$ cat config.mk
export PLATFORM = sky130hd
export DESIGN_NAME = fifo_ptr_ctrl
export DESIGN_NICKNAME = d
export VERILOG_FILES = /design/src/rtl/fifo_ptr_ctrl.sv
export SDC_FILE = /design/constraint.sdc
export NUM_CORES = 1
export LEC_CHECK = 0
export ABC_AREA = 1
export CAP_MARGIN = 0
export CORE_ASPECT_RATIO = 1.75
export CORE_MARGIN = 10
export CORE_UTILIZATION = 40
export CTS_CLUSTER_DIAMETER = 150
export DETAILED_ROUTE_END_ITERATION = 8
export HOLD_SLACK_MARGIN = 0.15
export PLACE_DENSITY_LB_ADDON = 0.1
export RECOVER_POWER = 25
export SLEW_MARGIN = 5
export SYNTH_ARGS = -nofsm -noshare
export SYNTH_HDL_FRONTEND = slang
export SYNTH_SLANG_ARGS = --single-unit
$ cat constraint.sdc
create_clock -name clk -period 3.8 [get_ports clk]
set_input_delay 0.38 -clock clk [delete_from_list [all_inputs] [get_ports clk]]
set_output_delay 0.38 -clock clk [all_outputs]
set_load 0.05 [all_outputs]
$ cat src/rtl/fifo_ptr_ctrl.sv
`default_nettype none
// ============================================================================
// Module   : fifo_ptr_ctrl
// Purpose  : Single-clock FIFO pointer/flag controller for an external
//            2^ADDR_LEN-entry dual-port RAM. It accepts or refuses requests,
//            drives the RAM addresses, keeps registered flags and occupancy,
//            and exports gray pointers ready for a dual-clock variant.
// Revision : 1.0 - initial release
// ============================================================================
module fifo_ptr_ctrl #(
  parameter int ADDR_LEN  = 4,   // RAM address width; must be 2 or more
  parameter int AF_MARGIN = 2,
  parameter int AE_MARGIN = 2
) (
  input  logic                clk,
  input  logic                reset,
  input  logic                flush,
  input  logic                wr_req,
  output logic                wr_ack,
  output logic                wr_en,
  output logic [ADDR_LEN-1:0] wr_addr,
  input  logic                rd_req,
  output logic                rd_ack,
  output logic [ADDR_LEN-1:0] rd_addr,
  output logic [ADDR_LEN:0]   wr_ptr_gray,
  output logic [ADDR_LEN:0]   rd_ptr_gray,
  output logic [ADDR_LEN:0]   count,
  output logic                full,
  output logic                empty,
  output logic                almost_full,
  output logic                almost_empty,
  output logic                overflow,
  output logic                underflow,
  input  logic                clear_err
);

  localparam int PW    = ADDR_LEN + 1;
  localparam int DEPTH = 1 << ADDR_LEN;
  localparam logic [PW-1:0] AF_THRESH = PW'(DEPTH - AF_MARGIN);
  localparam logic [PW-1:0] AE_THRESH = PW'(AE_MARGIN);
  // Gray pointers one full lap apart differ exactly in their two MSBs.
  localparam logic [PW-1:0] FULL_XOR  = PW'(3) << (PW - 2);

  logic [PW-1:0] wb_q, wb_d, rb_q, rb_d;
  logic [PW-1:0] wg_q, wg_d, rg_q, rg_d;
  logic [PW-1:0] count_q, count_d;
  logic          full_q, full_d, empty_q, empty_d;
  logic          af_q, af_d, ae_q, ae_d;
  logic          ovf_q, ovf_d, unf_q, unf_d;

  // Acceptance uses only registered flags; reset forces both acks low.
  always_comb begin
    wr_ack = wr_req & ~full_q  & ~flush & ~reset;
    rd_ack = rd_req & ~empty_q & ~flush & ~reset;
  end

  // Next-state pointers, gray codes, occupancy, flags and sticky errors.
  always_comb begin
    wb_d = wb_q;
    rb_d = rb_q;
    if (flush) begin
      wb_d = '0;
      rb_d = '0;
    end else begin
      wb_d = wb_q + {{(PW-1){1'b0}}, wr_ack};
      rb_d = rb_q + {{(PW-1){1'b0}}, rd_ack};
    end
    wg_d    = wb_d ^ (wb_d >> 1);
    rg_d    = rb_d ^ (rb_d >> 1);
    count_d = wb_d - rb_d;
    empty_d = (wg_d == rg_d);
    full_d  = ((wg_d ^ rg_d) == FULL_XOR);
    af_d    = (count_d >= AF_THRESH);
    ae_d    = (count_d <= AE_THRESH);
    // A new error in the same cycle takes priority over clear_err.
    ovf_d   = (wr_req & full_q)  | (ovf_q & ~clear_err);
    unf_d   = (rd_req & empty_q) | (unf_q & ~clear_err);
  end

  // State register with asynchronous clear to the empty condition.
  always_ff @(posedge clk or posedge reset) begin
    if (reset) begin
      wb_q    <= '0;
      rb_q    <= '0;
      wg_q    <= '0;
      rg_q    <= '0;
      count_q <= '0;
      full_q  <= 1'b0;
      empty_q <= 1'b1;
      af_q    <= 1'b0;
      ae_q    <= 1'b1;
      ovf_q   <= 1'b0;
      unf_q   <= 1'b0;
    end else begin
      wb_q    <= wb_d;
      rb_q    <= rb_d;
      wg_q    <= wg_d;
      rg_q    <= rg_d;
      count_q <= count_d;
      full_q  <= full_d;
      empty_q <= empty_d;
      af_q    <= af_d;
      ae_q    <= ae_d;
      ovf_q   <= ovf_d;
      unf_q   <= unf_d;
    end
  end

  // Output mapping; RAM addresses are the low bits of the binary pointers.
  always_comb begin
    wr_en        = wr_ack;
    wr_addr      = wb_q[ADDR_LEN-1:0];
    rd_addr      = rb_q[ADDR_LEN-1:0];
    wr_ptr_gray  = wg_q;
    rd_ptr_gray  = rg_q;
    count        = count_q;
    full         = full_q;
    empty        = empty_q;
    almost_full  = af_q;
    almost_empty = ae_q;
    overflow     = ovf_q;
    underflow    = unf_q;
  end

endmodule
`default_nettype wire
* After elaboration in Yosys (flattened, before gate mapping)
Cells that the tools add are included.
Word-level totals: register bits 31, output and inout port bits 32, logic and storage cells 40
Operators by class: eq/ne operators 2, bitwise logic cells 20, magnitude comparators 2, multiplexer cells 2, add/sub/neg operators 3
Operator list (count):
- 5-bit by 1-bit adder with 5-bit output | 2
- 1-bit bitwise AND | 10
- 5-bit 2-to-1 mux | 2
- 5-bit by 4-bit XOR with 5-bit output | 2
- 5-bit == test | 1
- 5-bit == test, second input constant | 1
- 5-bit by 4-bit >= comparator with 1-bit output, second input constant | 1
- 5-bit by 2-bit <= comparator with 1-bit output, second input constant | 1
- 1-bit inverter | 5
- 5-bit subtractor | 1
- 5-bit XOR | 1
- 1-bit bitwise OR | 2

* Depth between registers and ports, before layout
Gate-level depths: netlist (run 1).
word-level depth 9, mapped depth 18, gate-level depth less buffers 16

* Worst setup path before layout (run 1)
OpenSTA, ideal clock, no wires.
path kind input to register, start point input reset, end point register af_q (netlist: almost_full), stages 13, arrival time 4.233 ns, path slack -0.554 ns, path buffers 0, cell sequence inv_1 > nand2_1 > nor3b_1 > ha_1 > ha_1 > nand2_1 > nand3_2 > inv_1 > ha_1 > a21oi_1 > o21bai_1 > xor2_1 > nand2_1
On the way: longest elaborated chain between the ends 6, elaborated cells on any way between the ends 9, classes of those cells add/sub: 3; order compare: 1; mux: 2; bitwise: 3
Ends and longest elaborated chain:
- start, declared | line 16 | input logic reset,
- 1-bit inverter | line 53 | wr_ack = wr_req & ~full_q & ~flush & ~reset;
- 1-bit bitwise AND | line 53
- net wr_ack | line 19 | output logic wr_ack,
- 5-bit by 1-bit adder with 5-bit output | line 65 | wb_d = wb_q + {{(PW-1){1'b0}}, wr_ack};
- 5-bit 2-to-1 mux | line 61 | if (flush) begin
- net wb_d[2] | line 44 | logic [PW-1:0] wb_q, wb_d, rb_q, rb_d;
- 5-bit subtractor | line 70 | count_d = wb_d - rb_d;
- 5-bit by 4-bit >= comparator with 1-bit output | line 73 | af_d = (count_d >= AF_THRESH);
- net af_d | line 48 | logic af_q, af_d, ae_q, ae_d;
- end signal, assigned | line 90 | af_q <= 1'b0;
- end signal, assigned | line 102 | af_q <= af_d;
- end, declared | line 48
The timed path passes the listed nets, and every way through them passes these cells.

* Worst setup path after layout (run 1)
start point input flush, end point register af_q (netlist: almost_full)
On the way: longest elaborated chain between the ends 7, elaborated cells on any way between the ends 11, classes of those cells add/sub: 3; order compare: 1; mux: 2; bitwise: 5
Ends and longest elaborated chain:
- start, declared | line 17 | input logic flush,
- 1-bit inverter | line 53
- 1-bit bitwise AND (2 in a row) | line 53
- 5-bit by 1-bit adder with 5-bit output | line 65
- 5-bit 2-to-1 mux * | line 61
- net wb_d[1] | line 44
- 5-bit subtractor * | line 70
- 5-bit by 4-bit >= comparator with 1-bit output * | line 73
- net af_d | line 48
Mark *: on every way through the listed nets, which the timed path passes. The rest lies on a longest branch.

==> flow_metrics.tcl, run 1 <==
set metrics [dict create \
    status "finished with violations" \
    violations "capacitance limit, slew limit" \
    hold_viol_final 0 \
    crit_start "flush" \
    synth_cell_type_count 26 \
    place_hpwl_microns 3192 \
    cp_slowest_cell "clkdlybuf4s50_1" \
    synthCells 192 \
    antenna_cells 0 \
    setup_slack_ns 0.7002 \
    relSlewSlack_pct -0.4160 \
    placed_area_sq_um 2076 \
    fin_nets 250 \
    critical_path.top_delay_family "adder cells" \
    ioPinCount 38 \
    cts-buffers-inserted 5 \
    setup_viol 0 \
    vias 1330 \
    die_x_microns 68.59 \
    antenna_found_initial 0 \
    cp.depth 13 \
    io_buffers 37 \
    cts.sinks 29 \
    cp-end-kind "register" \
    via_per_inst 4.683 \
    cts_tree "built" \
    fmax_ghz 0.3226 \
    drt_first_pass_iters 4 \
    drc 0 \
    ctsRootBufferMaster "clkbuf_8" \
    worstSkewPairLatency_ns 0.27 \
    crit_arrival_ns 3.25 \
    h-tree-depth 2 \
    layout_common_cells "nand2_1 (66), clkdlybuf4s50_1 (35), dfrtp_1 (27)" \
    netlist_area_sq_um 1653 \
    synth.top_cell.area_share_pct 40.88 \
    fin_crit_ns 3.100 \
    syn_to_final_growth_pct 30.36 \
    wire_per_inst_microns 13.80 \
    grt_pass1_vias 1426 \
    cp.buffers_inverters 3 \
    syn_area_per_cell_sq_um 8.609 \
    slowest_delay_ns 0.60 \
    critPathMaxFanout 15 \
    fin_skew_ns 0.004381 \
    yosys_warnings 0 \
    crit_type "input pin to register" \
    dp_worst_setup_slack_ns 0.4022 \
    ant_nets 0 \
    crit_end "almost_full$_DFF_PP0_" \
    gp_congestion 0.8364 \
    initial_core_util_pct 41.94 \
    leakagePower_uw 0.001075 \
    drv_cap 1 \
    rsz0062_at_grt "no" \
    start_kind "input pin" \
    hold_class "register to register" \
    ys_seq_area_share_pct 44.06 \
    rr_startpoint "full$_DFF_PP0_" \
    critical_path_required_ns 3.95 \
    grt-ovfl-total 0 \
    wirelength_microns 3918 \
    clk_pin_slew_ns 0.06 \
    design_area_sq_um 2155 \
    holdBufCountCts 0 \
    syn_nets 207 \
    synth_area_leader_cell "dfrtp_1" \
    cts_resized 0 \
    coreArea_sq_um 3941 \
    path_cells "clkdlybuf4s50_1, inv_8, nand2_1, nor3b_4, ha_1, ha_1, inv_1, nor2_1, fa_1, a21oi_1, o21bai_1, xor2_1, nand2_1" \
    maxSlewViolCount 29 \
    tightest_slew_ns 1.506 \
    clk_path_buf_depth 2 \
    holdPathStages 2 \
    drive_above_1_share_pct 17.37 \
    layout_commonest_cell "nand2_1" \
    r2r_end "almost_full$_DFF_PP0_" \
    floorplan.die.height_microns 105.0 \
    post_cts_buffers 0 \
    vdd_drop_max_mv 0.2141 \
    dieArea_sq_um 7204 \
    power_per_cell_area_nw_per_um2 298.6 \
    reg2reg_slack_ns 1.23 \
    synth_seq_cells 29 \
    ff2ff_path_depth 10 \
    finalCritPeriodShare_pct 81.57 \
    yosys-top-cells-area "dfrtp_1 (41%), nand2_1 (15%), ha_1 (6.1%)" \
    grt_max_degree 30 \
    track_usage_pct 11.69 \
    drt_iter0_markers 32 \
    num_rows 30 \
    grt_pass1_wl_microns 6472 \
    finalSetupTns_ns 0 \
]
[worst min-delay path by stage]
stage	start	to	slack, ns
2_1_floorplan	reset	almost_full$_DFF_PP0_	0.46
3_3_place_gp	underflow$_DFF_PP0_	underflow$_DFF_PP0_	0.51
3_5_place_dp	underflow$_DFF_PP0_	underflow$_DFF_PP0_	0.54
4_1_cts	reset	rd_ptr_gray[3]$_DFF_PP0_	0.53
5_1_grt	empty$_DFF_PP1_	underflow$_DFF_PP0_	0.57
6_report	underflow$_DFF_PP0_	underflow$_DFF_PP0_	0.54
[cell usage after synthesis]
| cell | n |
|---|---|
| xor2_1 | 3 |
| ha_1 | 8 |
| buf_4 | 1 |
| buf_6 | 1 |
| o21ai_0 | 3 |
| inv_1 | 24 |
| inv_2 | 3 |
| nor2_2 | 4 |
| dfstp_2 | 2 |
| dfrtp_1 | 27 |
| nor2_4 | 3 |
| nand4_1 | 8 |
| nand3_2 | 7 |
| inv_8 | 1 |
| nand2_2 | 8 |
| o21bai_1 | 1 |
| nor3b_1 | 2 |
| buf_12 | 1 |
| a21oi_1 | 3 |
| nand2_1 | 66 |
| nand3_1 | 6 |
| xor2_2 | 1 |
| nand3_4 | 1 |
| fa_1 | 1 |
| nor2_1 | 6 |
| nand2_4 | 1 |
[flip-flops by register name (all words and copies together), names as in the netlist]
register / count
rd_ptr_gray: 4
rb_q: 5
full: 1
count: 5
wb_q: 5
overflow: 1
almost_full: 1
wr_ptr_gray: 4
empty: 1
underflow: 1
almost_empty: 1
[worst min-delay path, stage by stage (launching register included)]
cell     delay, ns
dfrtp_1       0.38
inv_1         0.05
o21ai_0       0.07
[where the power goes]
group,internal (uW),switching [uW]
Sequential,318,3.34
Clock,126,107
Combinational,28.3,60.4
[routing by layer]
layer	wire length, microns	part of all wire [%]	vias up	global-route usage [%]
met2	2059	53	41	19.95
met4	136	3.5	0	7.081
met5	0	0	-	0
li1	-	-	685	-
met3	328	8.4	10	4.599
met1	1394	36	594	10.93
[cell type report]
cell class                 count  area (sq um)
tap                           48         60.06
fill                         390          1787
clock inverter                 2         10.01
sequential                    29         728.2
timing repair buffer          39         381.6
multi-input combinational    132         789.5
inverter                      28         112.6
clock buffer                   6         72.57
[per-stage QoR]
stage	utilization (%)	instances	total power [uW]	hold WS [ns]
3_3_place_gp	52.67	276	417.3	0.5141
3_5_place_dp	52.67	276	418.2	0.5433
5_1_grt	54.67	284	676.0	0.5697
4_1_cts	54.76	284	656.7	0.5332
6_report	54.67	284	643.4	0.5370
2_1_floorplan	-	192	390.1	0.4649
[kinds of logic after synthesis]
group	count (synthesis)	share of synthesized area (%)
simple gates	112	34.67
buf+inv	31	9.160
flops	29	44.06
fa+ha+maj	9	7.268
compound gates	7	2.271
xor+xnor	4	2.574
(Power assumes the default switching activity.)
==> inputs of run 2 (changes only) <==
Clock period 3.8 ns to 2.9 ns, I/O delays scaled along.
==> flow_metrics.tcl, run 2 (same netlist as run 1, synthesis figures left out) <==
set metrics [dict create \
    layout_common_cells "nand2_1 (65), clkdlybuf4s50_1 (33), dfrtp_1 (27)" \
    seqCellArea_sq_um 728.2 \
    fin_skew_ns 0.002896 \
    critical_path.top_delay_family "adder cells" \
    ctsRootBufferMaster "clkbuf_8" \
    fin_nets 256 \
    h-tree-depth 2 \
    die_x_microns 68.59 \
    wire_per_inst_microns 13.91 \
    slowest_delay_ns 0.52 \
    design_area_sq_um 2255 \
    crit_type "input pin to register" \
    grt_pass1_wl_microns 6706 \
    rsz0062_at_grt "no" \
    p_total_uw 856.4 \
    io_buffers 37 \
    drv_cap 1 \
    route.met3.wl_microns 300 \
    vdd_drop_max_mv 0.3410 \
    syn_to_final_growth_pct 36.41 \
    fin_util_pct 57.21 \
    dieArea_sq_um 7204 \
    place_hpwl_microns 3309 \
    wl_met2_microns 2138 \
    hold_class "register to register" \
    floorplan.die.height_microns 105.0 \
    drt_first_pass_iters 4 \
    dp_worst_setup_slack_ns -0.009259 \
    grt_pass1_vias 1396 \
    power_per_cell_area_nw_per_um2 379.8 \
    top_layer "met4" \
    maxSlewViolCount 30 \
    crit_top_cell "inv_2" \
    holdCritStartpoint "underflow$_DFF_PP0_" \
    initial_core_util_pct 41.94 \
    gp_congestion 0.8129 \
    holdBufCountCts 0 \
    crit_start "flush" \
    critPathMaxFanout 3 \
    rr_startpoint "empty$_DFF_PP1_" \
    via_per_inst 4.814 \
    start_kind "input pin" \
    cp-end-kind "register" \
    coreArea_sq_um 3941 \
    clk_pin_slew_ns 0.06 \
    path_cells "clkdlybuf4s50_1, inv_8, nand2_4, nor3b_4, ha_4, inv_2, nor2_1, inv_1, ha_1, inv_2, fa_2, a21oi_2, o21bai_2, xor2_1, nand2_1" \
    ant_nets 0 \
    cts_resized 0 \
    track_usage_pct 11.82 \
    crit_arrival_ns 2.75 \
    fmax_ghz 0.3861 \
    status "finished with violations" \
    grt-ovfl-total 0 \
    antenna_cells 0 \
    setup_slack_ns 0.3101 \
    tightest_slew_ns 1.601 \
    finalCritPeriodShare_pct 89.31 \
    violations "capacitance limit, slew limit" \
    num_rows 30 \
    grt_max_degree 30 \
    cp_slowest_cell "clkdlybuf4s50_1" \
    met1_length_microns 1489 \
    cts-buffers-inserted 5 \
    clk_path_buf_depth 2 \
    placed_area_sq_um 2178 \
    fin_crit_ns 2.590 \
    cp.buffers_inverters 5 \
    vias 1396 \
    ioPinCount 38 \
    critical_path_required_ns 3.06 \
    wirelength_microns 4033 \
    relSlewSlack_pct -6.759 \
    finalSetupTns_ns 0 \
    hold_viol_final 0 \
    multi_input_area_sq_um 850.8 \
    cts.sinks 29 \
    worstSkewPairLatency_ns 0.28 \
    post_cts_buffers 0 \
    drc 0 \
    leakagePower_uw 0.001109 \
    drt_iter0_markers 12 \
    drive_above_1_share_pct 25.62 \
    antenna_found_initial 0 \
    fillers 375 \
    setup_viol 0 \
    cts_tree "built" \
    layout_commonest_cell "nand2_1" \
]
[run 2: cell count changes in the layout (fill, tap and decap cells not counted), sizes merged]
cell           change
buf                +9
dlygate4sd3        -1
clkdlybuf4s50      -2
inv                -1
clkinvlp           +1
[run 2: through the flow]
stage	hold WS [ns]	cells
3_5_place_dp	0.5202	282
5_1_grt	0.5476	290
6_report	0.5311	290
2_1_floorplan	0.2148	192
3_3_place_gp	0.5150	282
4_1_cts	0.5318	290
[run 2: report_power, final]
part,switching (uW),internal [uW],total (uW),leakage (uW)
registers,5.22,417,422,0.000394
clock network,145,166,311,0.0000450
logic,82.8,41.3,124,0.000670
[run 2: routing by layer]
metal	track usage [%]	up-vias
met4	4.913	0
li1	-	698
met2	20.01	36
met3	3.743	9
met1	12.74	653
met5	0	-
[run 2: final timing paths]
path | endpoint | cells past startpoint | slack [ns]
max reg2reg | almost_full$_DFF_PP0_ | 11 | 0.55
max | almost_full$_DFF_PP0_ | 15 | 0.31
min reg2reg | underflow$_DFF_PP0_ | 2 | 0.53
min | underflow$_DFF_PP0_ | 2 | 0.53
min in group asynchronous | wb_q[0]$_DFF_PP0_ | 3 | 1.00
max in group asynchronous | rb_q[4]$_DFF_PP0_ | 3 | 0.96
[run 2: cell type report]
type	instances	area share [%]
flip-flops and latches	29	32.30
well taps	48	2.664
multi-input cells	132	37.74
repair buffers	45	18.59
clock inverters	2	0.4440
inverters	28	5.050
clock buffers	6	3.219
[run 2: worst reg2reg max path, stage by stage (launching register included)]
cell      delay, ns
dfstp_2        0.56
nor3b_4        0.05
ha_1           0.26
inv_1          0.06
nor2_2         0.16
ha_1           0.19
inv_2          0.05
fa_2           0.40
a21oi_2        0.14
o21bai_2       0.10
xor2_1         0.18
nand2_1        0.07
